### src/rtl/cpu_pkg.sv
// Shared CPU front-end definitions: datapath width, next-PC source codes and PC stage states.
package cpu_pkg;

    localparam int XLEN = 32;

    localparam logic [1:0] NPC_SEQ    = 2'b00;
    localparam logic [1:0] NPC_BRANCH = 2'b01;
    localparam logic [1:0] NPC_JUMP   = 2'b10;
    localparam logic [1:0] NPC_TRAP   = 2'b11;

    localparam logic [XLEN-1:0] ALIGN_MASK = 32'hFFFF_FFFC;

    typedef enum logic [1:0] {
        BOOT  = 2'd0,
        FETCH = 2'd1,
        STALL = 2'd2
    } pc_state_t;

endpackage

### src/rtl/npc_mux.sv
// Next-PC 4:1 select: {sel1,sel0} = 00 seq, 01 branch, 10 jump, 11 trap.
module npc_mux
    import cpu_pkg::*;
(
    input  logic            sel1,
    input  logic            sel0,
    input  logic [XLEN-1:0] in1,
    input  logic [XLEN-1:0] in2,
    input  logic [XLEN-1:0] in3,
    input  logic [XLEN-1:0] in4,
    output logic [XLEN-1:0] npc
);

    always_comb begin
        unique case ({sel1, sel0})
            2'b00:   npc = in1;
            2'b01:   npc = in2;
            2'b10:   npc = in3;
            default: npc = in4;
        endcase
    end

endmodule

### src/rtl/pc_unit.sv
// Program-counter stage: PC register, redirect priority, pending-redirect buffer and
// the fetch handshake FSM towards instruction memory.
//   state | meaning
//   BOOT  | one cycle after reset, redirects ignored
//   FETCH | request outstanding for pc, waiting for imem_ready
//   STALL | no request; redirects load pc directly
module pc_unit
    import cpu_pkg::*;
#(
    parameter logic [XLEN-1:0] RESET_PC = 32'h0000_0000,
    parameter logic [XLEN-1:0] TRAP_VEC = 32'h0000_0100
) (
    input  logic            clk,
    input  logic            rst_n,
    input  logic            stall,
    input  logic            branch_taken,
    input  logic [XLEN-1:0] branch_target,
    input  logic            jump,
    input  logic [XLEN-1:0] jump_target,
    input  logic            trap,
    input  logic            imem_ready,
    output logic [XLEN-1:0] pc,
    output logic            imem_req,
    output logic            instr_valid,
    output logic [1:0]      next_sel
);

    pc_state_t       state, state_d;
    logic [XLEN-1:0] pc_d;
    logic [1:0]      sel_d;
    logic            pend_valid, pend_valid_d;
    logic [1:0]      pend_sel, pend_sel_d;
    logic [XLEN-1:0] pend_target, pend_target_d;

    logic            redir;
    logic [1:0]      redir_sel;
    logic [1:0]      mux_sel;
    logic [XLEN-1:0] npc;

    assign redir = trap | jump | branch_taken;

    always_comb begin
        if (trap)              redir_sel = NPC_TRAP;
        else if (jump)         redir_sel = NPC_JUMP;
        else if (branch_taken) redir_sel = NPC_BRANCH;
        else                   redir_sel = NPC_SEQ;
    end

    assign mux_sel = redir ? redir_sel : NPC_SEQ;

    npc_mux u_npc_mux (
        .sel1 (mux_sel[1]),
        .sel0 (mux_sel[0]),
        .in1  (pc + 32'd4),
        .in2  (branch_target & ALIGN_MASK),
        .in3  (jump_target & ALIGN_MASK),
        .in4  (TRAP_VEC & ALIGN_MASK),
        .npc  (npc)
    );

    always_comb begin
        state_d       = state;
        pc_d          = pc;
        sel_d         = next_sel;
        pend_valid_d  = pend_valid;
        pend_sel_d    = pend_sel;
        pend_target_d = pend_target;
        imem_req      = 1'b0;
        instr_valid   = 1'b0;
        case (state)
            BOOT: state_d = stall ? STALL : FETCH;
            FETCH: begin
                imem_req = 1'b1;
                if (imem_ready) begin
                    instr_valid  = ~(pend_valid | redir);
                    pend_valid_d = 1'b0;
                    // a redirect arriving with the completion is newer than the buffered one
                    if (redir || !pend_valid) begin
                        pc_d  = npc;
                        sel_d = mux_sel;
                    end else begin
                        pc_d  = pend_target;
                        sel_d = pend_sel;
                    end
                    state_d = stall ? STALL : FETCH;
                end else if (redir) begin
                    pend_valid_d  = 1'b1;
                    pend_sel_d    = redir_sel;
                    pend_target_d = npc;
                end
            end
            STALL: begin
                if (redir) begin
                    pc_d  = npc;
                    sel_d = redir_sel;
                end
                if (!stall) state_d = FETCH;
            end
            default: state_d = BOOT;
        endcase
    end

    always_ff @(posedge clk or negedge rst_n) begin
        if (!rst_n) begin
            state       <= BOOT;
            pc          <= RESET_PC;
            next_sel    <= NPC_SEQ;
            pend_valid  <= 1'b0;
            pend_sel    <= NPC_SEQ;
            pend_target <= '0;
        end else begin
            state       <= state_d;
            pc          <= pc_d;
            next_sel    <= sel_d;
            pend_valid  <= pend_valid_d;
            pend_sel    <= pend_sel_d;
            pend_target <= pend_target_d;
        end
    end

endmodule

### config.mk
export PLATFORM = sky130hd
export DESIGN_NAME = pc_unit
export DESIGN_NICKNAME = d
export VERILOG_FILES = /design/src/rtl/cpu_pkg.sv /design/src/rtl/npc_mux.sv /design/src/rtl/pc_unit.sv
export SDC_FILE = /design/constraint.sdc
export NUM_CORES = 1
export LEC_CHECK = 0
export CORE_MARGIN = 4
export CORE_UTILIZATION = 47
export DETAILED_ROUTE_END_ITERATION = 10
export GPL_ROUTABILITY_DRIVEN = 0
export PLACE_DENSITY = 0.76
export SLEW_MARGIN = 20
export SYNTH_ARGS = -nofsm -noshare
export SYNTH_HDL_FRONTEND = slang
export SYNTH_SLANG_ARGS = --single-unit
### constraint.sdc
create_clock -name clk -period 1.95 [get_ports clk]
set_input_delay 0.4875 -clock clk [delete_from_list [all_inputs] [get_ports clk]]
set_output_delay 0.4875 -clock clk [all_outputs]
set_load 0.02 [all_outputs]
## After elaboration in Yosys (flattened, before gate mapping)

Index checks and enable logic that the tools add are counted.

| storage, ports and cells | value |
|---|---|
| latch bits | 0 |
| register bits after elaboration | 71 |
| bits in read-only memories | 0 |
| RAM bits | 0 |
| input port bits | 71 |
| logic and storage cells | 51 |
| output and inout bits | 36 |
| memories | 0 |

| cells by class | value |
|---|---|
| $add $sub $neg | 1 |
| order comparisons | 0 |
| multiply operators | 0 |
| mux-type cells | 22 |
| shifts and indexed selects | 0 |
| div/mod/pow operators | 0 |
| bitwise logic cells | 5 |
| equality and inequality tests | 7 |
| reductions and logical operators | 10 |

Operators with widths:

| cell | count |
|---|---|
| 32-bit two-way mux | 3 |
| 32-bit case mux with 3 select lines | 1 |
| 32-bit case mux with 2 select lines | 1 |
| 32-bit by 3-bit adder with 32-bit output, second input constant | 1 |
| 2-bit two-way mux | 9 |
| 1-bit two-way mux | 6 |
| 2-bit != test, second input constant | 3 |
| 2-bit case mux with 3 select lines | 1 |
| 3-bit AND reduction | 2 |
| 2-bit by 1-bit equality test with 1-bit output, second input constant | 2 |
| 2-bit equality test, second input constant | 2 |
| 2-bit logical NOT | 2 |
| 2-bit case mux with 2 select lines | 1 |
| 2-bit AND reduction | 2 |
| 2-bit nonzero test | 2 |
| 1-bit OR | 3 |
| 1-bit inverter | 2 |
| 1-bit logical NOT | 1 |
| 1-bit logical OR | 1 |

## Longest topological paths before layout

| logic depth | value |
|---|---|
| depth after elaboration | 9 |
| mapped depth | 8 |
| gate-level depth less buffers | 6 |

## Modules after synthesis

Synthesis repeated with hierarchy kept, for this count alone.

| unflattened totals | value |
|---|---|
| cell total of the unflattened synthesis | 409 |
| area, all modules | 4416.7 sq um |

Modules (own cells, without submodules):

| module | seq. area each (sq um) | area each (sq um) | cells each | instances |
|---|---|---|---|---|
| pc_unit | 1776.7 | 3602.2 | 370 | 1 |
| npc_mux | 0.0 | 814.5 | 39 | 1 |

## Least setup slack after synthesis

Ideal clock, no wire load.

| path | value |
|---|---|
| path type | flip-flop to flip-flop |
| start point | register pc[2] |
| end point | register pc[24] |
| cell stages (with the launch flop) | 8 |
| clock period less this slack | 1956 ps |
| arrival | 1810 ps |
| required time | 1804 ps |
| path buffers | 1 |
| path slack | -6 ps |
| library setup time | 146 ps |
| cells stage by stage | dfrtp_1 ha_1 and4_1 buf_2 nand4_2 o31a_1 o21ai_0 a311oi_1 |

| between the ends | value |
|---|---|
| cells in the longest elaborated chain, start to end | 5 |
| elaborated cells between the ends (all ways) | 6 |
| classes of those cells | add/sub: 1; mux: 5 |

RTL lines:

| what | line | source |
|---|---|---|
| start, declared | pc_unit.sv:22 | `output logic [XLEN-1:0] pc,` |
| start signal, assigned | pc_unit.sv:113 | `pc <= pc_d;` |
| 32-bit by 3-bit adder with 32-bit output * | pc_unit.sv:54 | `.in1 (pc + 32'd4),` |
| 32-bit case mux with 3 select lines * | npc_mux.sv:15 | `unique case ({sel1, sel0})` |
| 32-bit two-way mux | pc_unit.sv:78 | `if (redir \|\| !pend_valid) begin` |
| 32-bit two-way mux | pc_unit.sv:74 | `if (imem_ready) begin` |
| 32-bit case mux with 2 select lines * | pc_unit.sv:70 | `case (state)` |

Every way passes the cells marked *; elsewhere a longest branch is shown, timed or not. The select of a mux whose other input is x is not followed.
A chain may end at the register's enable or synchronous reset.

## Worst setup path after layout

| path | value |
|---|---|
| start point | register pc[18] |
| end point | output port pc[18] |

No word-level cell between the ends.

==> results list <==
- The flow ran to the end, and the final reports show no timing, DRC or antenna violations.
* Kind of end point of the critical path: output pin
- Share of synthesized area occupied by flip-flops and latches: 41.2%
- In this run the standard cell core region covers 8810 µm².
* Finish-stage setup viols: 0
- In the post-route analysis, the smallest setup slack over all paths is 0.0229 ns.
- Cell at the root of the clock tree: sky130_fd_sc_hd__clkbuf_8
- After clock tree synthesis, the clock-pin slew on the worst setup and hold paths is 0.08 ns.
* HPWL reported at the end of detailed placement: 10400 µm
* Area of the die: 10800 µm²
- The worst setup path is launched from a flip-flop.
- Ordered cell list for the critical path: clkdlybuf4s50_1
- Depth of the CTS H-tree: 3
- Leading post-synthesis cells by cell area: sky130_fd_sc_hd__dfrtp_1 41%, sky130_fd_sc_hd__nand2_1 5.0%, sky130_fd_sc_hd__o21ai_0 5.0%, sky130_fd_sc_hd__nor2_1 4.0%, sky130_fd_sc_hd__a22oi_1 3.3%
- Maximum clock frequency: 0.519 GHz
- Initial standard-cell utilization of the core: 49.0%
* Area growth from synthesis to layout: 40.7%
- Once detail routing completed, the nets flagged for antenna violations numbered 0.
- The clock net in this run drives a total of 71 sinks.
- Number of nets at the end of the flow: 711
- Summing every instance area after synthesis gives 4310 µm².
- Library cells used by synthesis: 64
- The number of pins with negative max-slew slack in the final report came to 0.
- Largest driver fanout on the critical path: 4
- Final total power: 5.42 mW
- Data arrives at the worst endpoint at 1.44 ns.
- The worst path needs 1.93 ns of the cycle, external delays included.
- For this run, design rule violations remaining after detail routing come to 0.
- The most common cell in the synthesized netlist is sky130_fd_sc_hd__dfrtp_1.
- TritonCTS built the clock tree.
- Top cells by instance count after synthesis: 71 x sky130_fd_sc_hd__dfrtp_1, 58 x sky130_fd_sc_hd__nand2_1, 46 x sky130_fd_sc_hd__nor2_1, 43 x sky130_fd_sc_hd__o21ai_0, 23 x sky130_fd_sc_hd__nor3_1
* Number of antenna cells inserted: 0
* Antenna violations before repair: 0
- Power per cell area: 894 nW/µm²
* Leakage power total: 2.65 nW
* Worst min path class: input port to async pin
- Sum of negative setup slack: 0 ns
- Chip Height: 104 µm
- Number of standard-cell rows in the floorplan: 34
- Boundary pin count: 107
- Buffers & Inverters on Critical Path: 1
- The synthesized design contains 0 enable-type register cells.
- Most used flip-flop cell after synthesis: sky130_fd_sc_hd__dfrtp_1
* Vias per cell: 5.92
- Across the run, the number of max-cap violations was 0.
- Synthesized flop and latch total: 71
- Largest net degree at the start of global routing: 72
* Number of global-route vias before repair: 4551
- Number of DRC markers after the initial detailed-route iteration: 308
* Final count of hold timing violations: 0
* Number of CTS-inserted buffers: 9
- Including well taps, the total number of placed cells is 733.
- Synthesis produced a netlist with a net count of 563.
- Count of vias placed by the detailed router: 4454
- Each instance of the synthesized netlist takes up on average 8.78 µm².
- Final Hold Slack: 0.140 ns
- In the final layout, the share of cells above drive strength 1 is 19.4%.
* Detail-routed net length per standard cell: 18.4 µm
- The biggest area contributor in the post-synthesis netlist is sky130_fd_sc_hd__dfrtp_1.
- Final period util: 98.8%
- Share of synthesized registers carrying an async set or reset: 100%
- Die X: 104 µm
- Worst Max-Slew Pin Slew: 0.482 ns
- On the worst path, the slowest cell contributes a delay of 0.64 ns.
* Number of hold buffers added after cts: 0
- Worst slew margin relative to its limit: 67.6%
- Across every metal layer, demand over resource in global routing totals 25.7%.
* Critical Path Slowest Stage Cell: sky130_fd_sc_hd__clkdlybuf4s50_1
- VDD sags by at most 392 µV.
- Synthesis produced a netlist whose cell count is 491.
- Later-pin clock latency in the skew report: 0.36 ns
* Post-route non-filler standard cell count: 752
* First-pass iteration count of the detailed router: 5
* Wire length of the first global-routing pass: 22600 µm
* Detailed-route wire length: 13900 µm
- Before CTS, the worst setup slack after placement is -0.719 ns.
* CP delay by family, top: buffers and inverters
* Yosys synthesis warning count: 0
* Max Clock Skew: 0.0113 ns
- Port Buffer Count: 102
* Number of buffers on the longest clock path: 2
- Critical path class: flip-flop to output pin
* Required time of the critical path: 1.46 ns
* Share of the synthesized area in the top cell type: 41.2%
- For this run the aggregate overflow at the end of global routing stands at 0.
- RSZ-0062 raised after global routing: yes
-- report_power, final --
group | internal [mW] | leakage (nW) | switching, mW | total (mW)
Combinational | 1.00 | 1.66 | 1.10 | 2.11
Sequential | 1.82 | 0.896 | 0.415 | 2.23
Clock | 0.489 | 0.0918 | 0.594 | 1.08
Total | 3.31 | 2.65 | 2.11 | 5.42
-- path summary, 6_finish.rpt --
check	startpoint	end	slack (ns)	depth (start not counted)
max in group asynchronous	rst_n	state[1]	1.49	2
min	rst_n	pend_target[5]	0.14	2
max reg2reg	pc[3]	pc[25]	0.09	6
min reg2reg	pend_sel[1]	pend_sel[1]	0.49	2
max	pc[18]	pc[18]	0.02	1
min in group clk	pend_sel[1]	pend_sel[1]	0.49	2
-- metal layers --
metal	global-route usage (%)	wire length [µm]	up-vias
met4	9.69	362	0
met3	5.16	955	28
met2	42.1	6570	175
li1	-	-	2118
met5	0	0	-
met1	33.7	5970	2133
-- flip-flops by register name, indices dropped and copies added (netlist names) --
signal / flops
next_sel: 2
pc: 32
pend_sel: 2
pend_target: 32
pend_valid: 1
state: 2
-- cell type report --
cell class                 instances  area, µm²
inverter                           6       22.5
tap                              108        135
timing repair buffer             171       1550
sequential                        71       1780
clock buffer                      10        138
fill                             712       2740
clock inverter                     6       36.3
multi-input combinational        380       2400
-- metrics by stage --
step                cell area, µm²  utilization (%)
floorplan                     4310                -
global placement              5830             66.2
detailed placement            5830             66.2
CTS                           6000             68.1
global route                  6060             68.9
finish                        6060             68.9
-- repair_timing --
action,4_1_cts,5_1_grt
buffers inserted,0,3
gates resized for setup,38,16
pin swaps,2,6
endpoints found under the setup margin,81,16
gates cloned,0,0
-- cells in the final DEF, fill, tap and decap left out, types with 5 or more instances in the layout --
| master | Yosys | routed |
|---|---|---|
| sky130_fd_sc_hd__mux2_2 | 12 | 12 |
| sky130_fd_sc_hd__a211oi_1 | 6 | 5 |
| sky130_fd_sc_hd__nor4_1 | 7 | 7 |
| sky130_fd_sc_hd__dfrtp_1 | 71 | 69 |
| sky130_fd_sc_hd__nand3_1 | 18 | 18 |
| sky130_fd_sc_hd__a21oi_1 | 20 | 19 |
| sky130_fd_sc_hd__clkbuf_8 | 1 | 10 |
| sky130_fd_sc_hd__and2_1 | 5 | 5 |
| sky130_fd_sc_hd__mux2i_1 | 6 | 6 |
| sky130_fd_sc_hd__o21ai_0 | 43 | 43 |
| sky130_fd_sc_hd__buf_4 | 1 | 64 |
| sky130_fd_sc_hd__nor2_1 | 46 | 44 |
| sky130_fd_sc_hd__clkdlybuf4s50_1 | 0 | 71 |
| sky130_fd_sc_hd__nand2_1 | 58 | 58 |
| sky130_fd_sc_hd__a22oi_1 | 19 | 19 |
| sky130_fd_sc_hd__xor2_1 | 6 | 6 |
| sky130_fd_sc_hd__and3_1 | 8 | 7 |
| sky130_fd_sc_hd__nor3_1 | 23 | 23 |
| sky130_fd_sc_hd__inv_1 | 6 | 6 |
| sky130_fd_sc_hd__nand4_1 | 6 | 6 |
| sky130_fd_sc_hd__xnor2_1 | 7 | 7 |
| sky130_fd_sc_hd__a31oi_1 | 8 | 7 |
| sky130_fd_sc_hd__dlygate4sd2_1 | 0 | 23 |
-- logic make-up after synthesis --
family	share of synthesized area, %
AND/OR/NAND/NOR	25.2
AO/OA/AOI/OAI	21.6
flip-flops	41.2
buffers and inverters	4.59
multiplexers	4.53
XOR/XNOR	2.64
adder cells (fa/ha/maj)	0.290
Power figures use the tool's default switching activity.
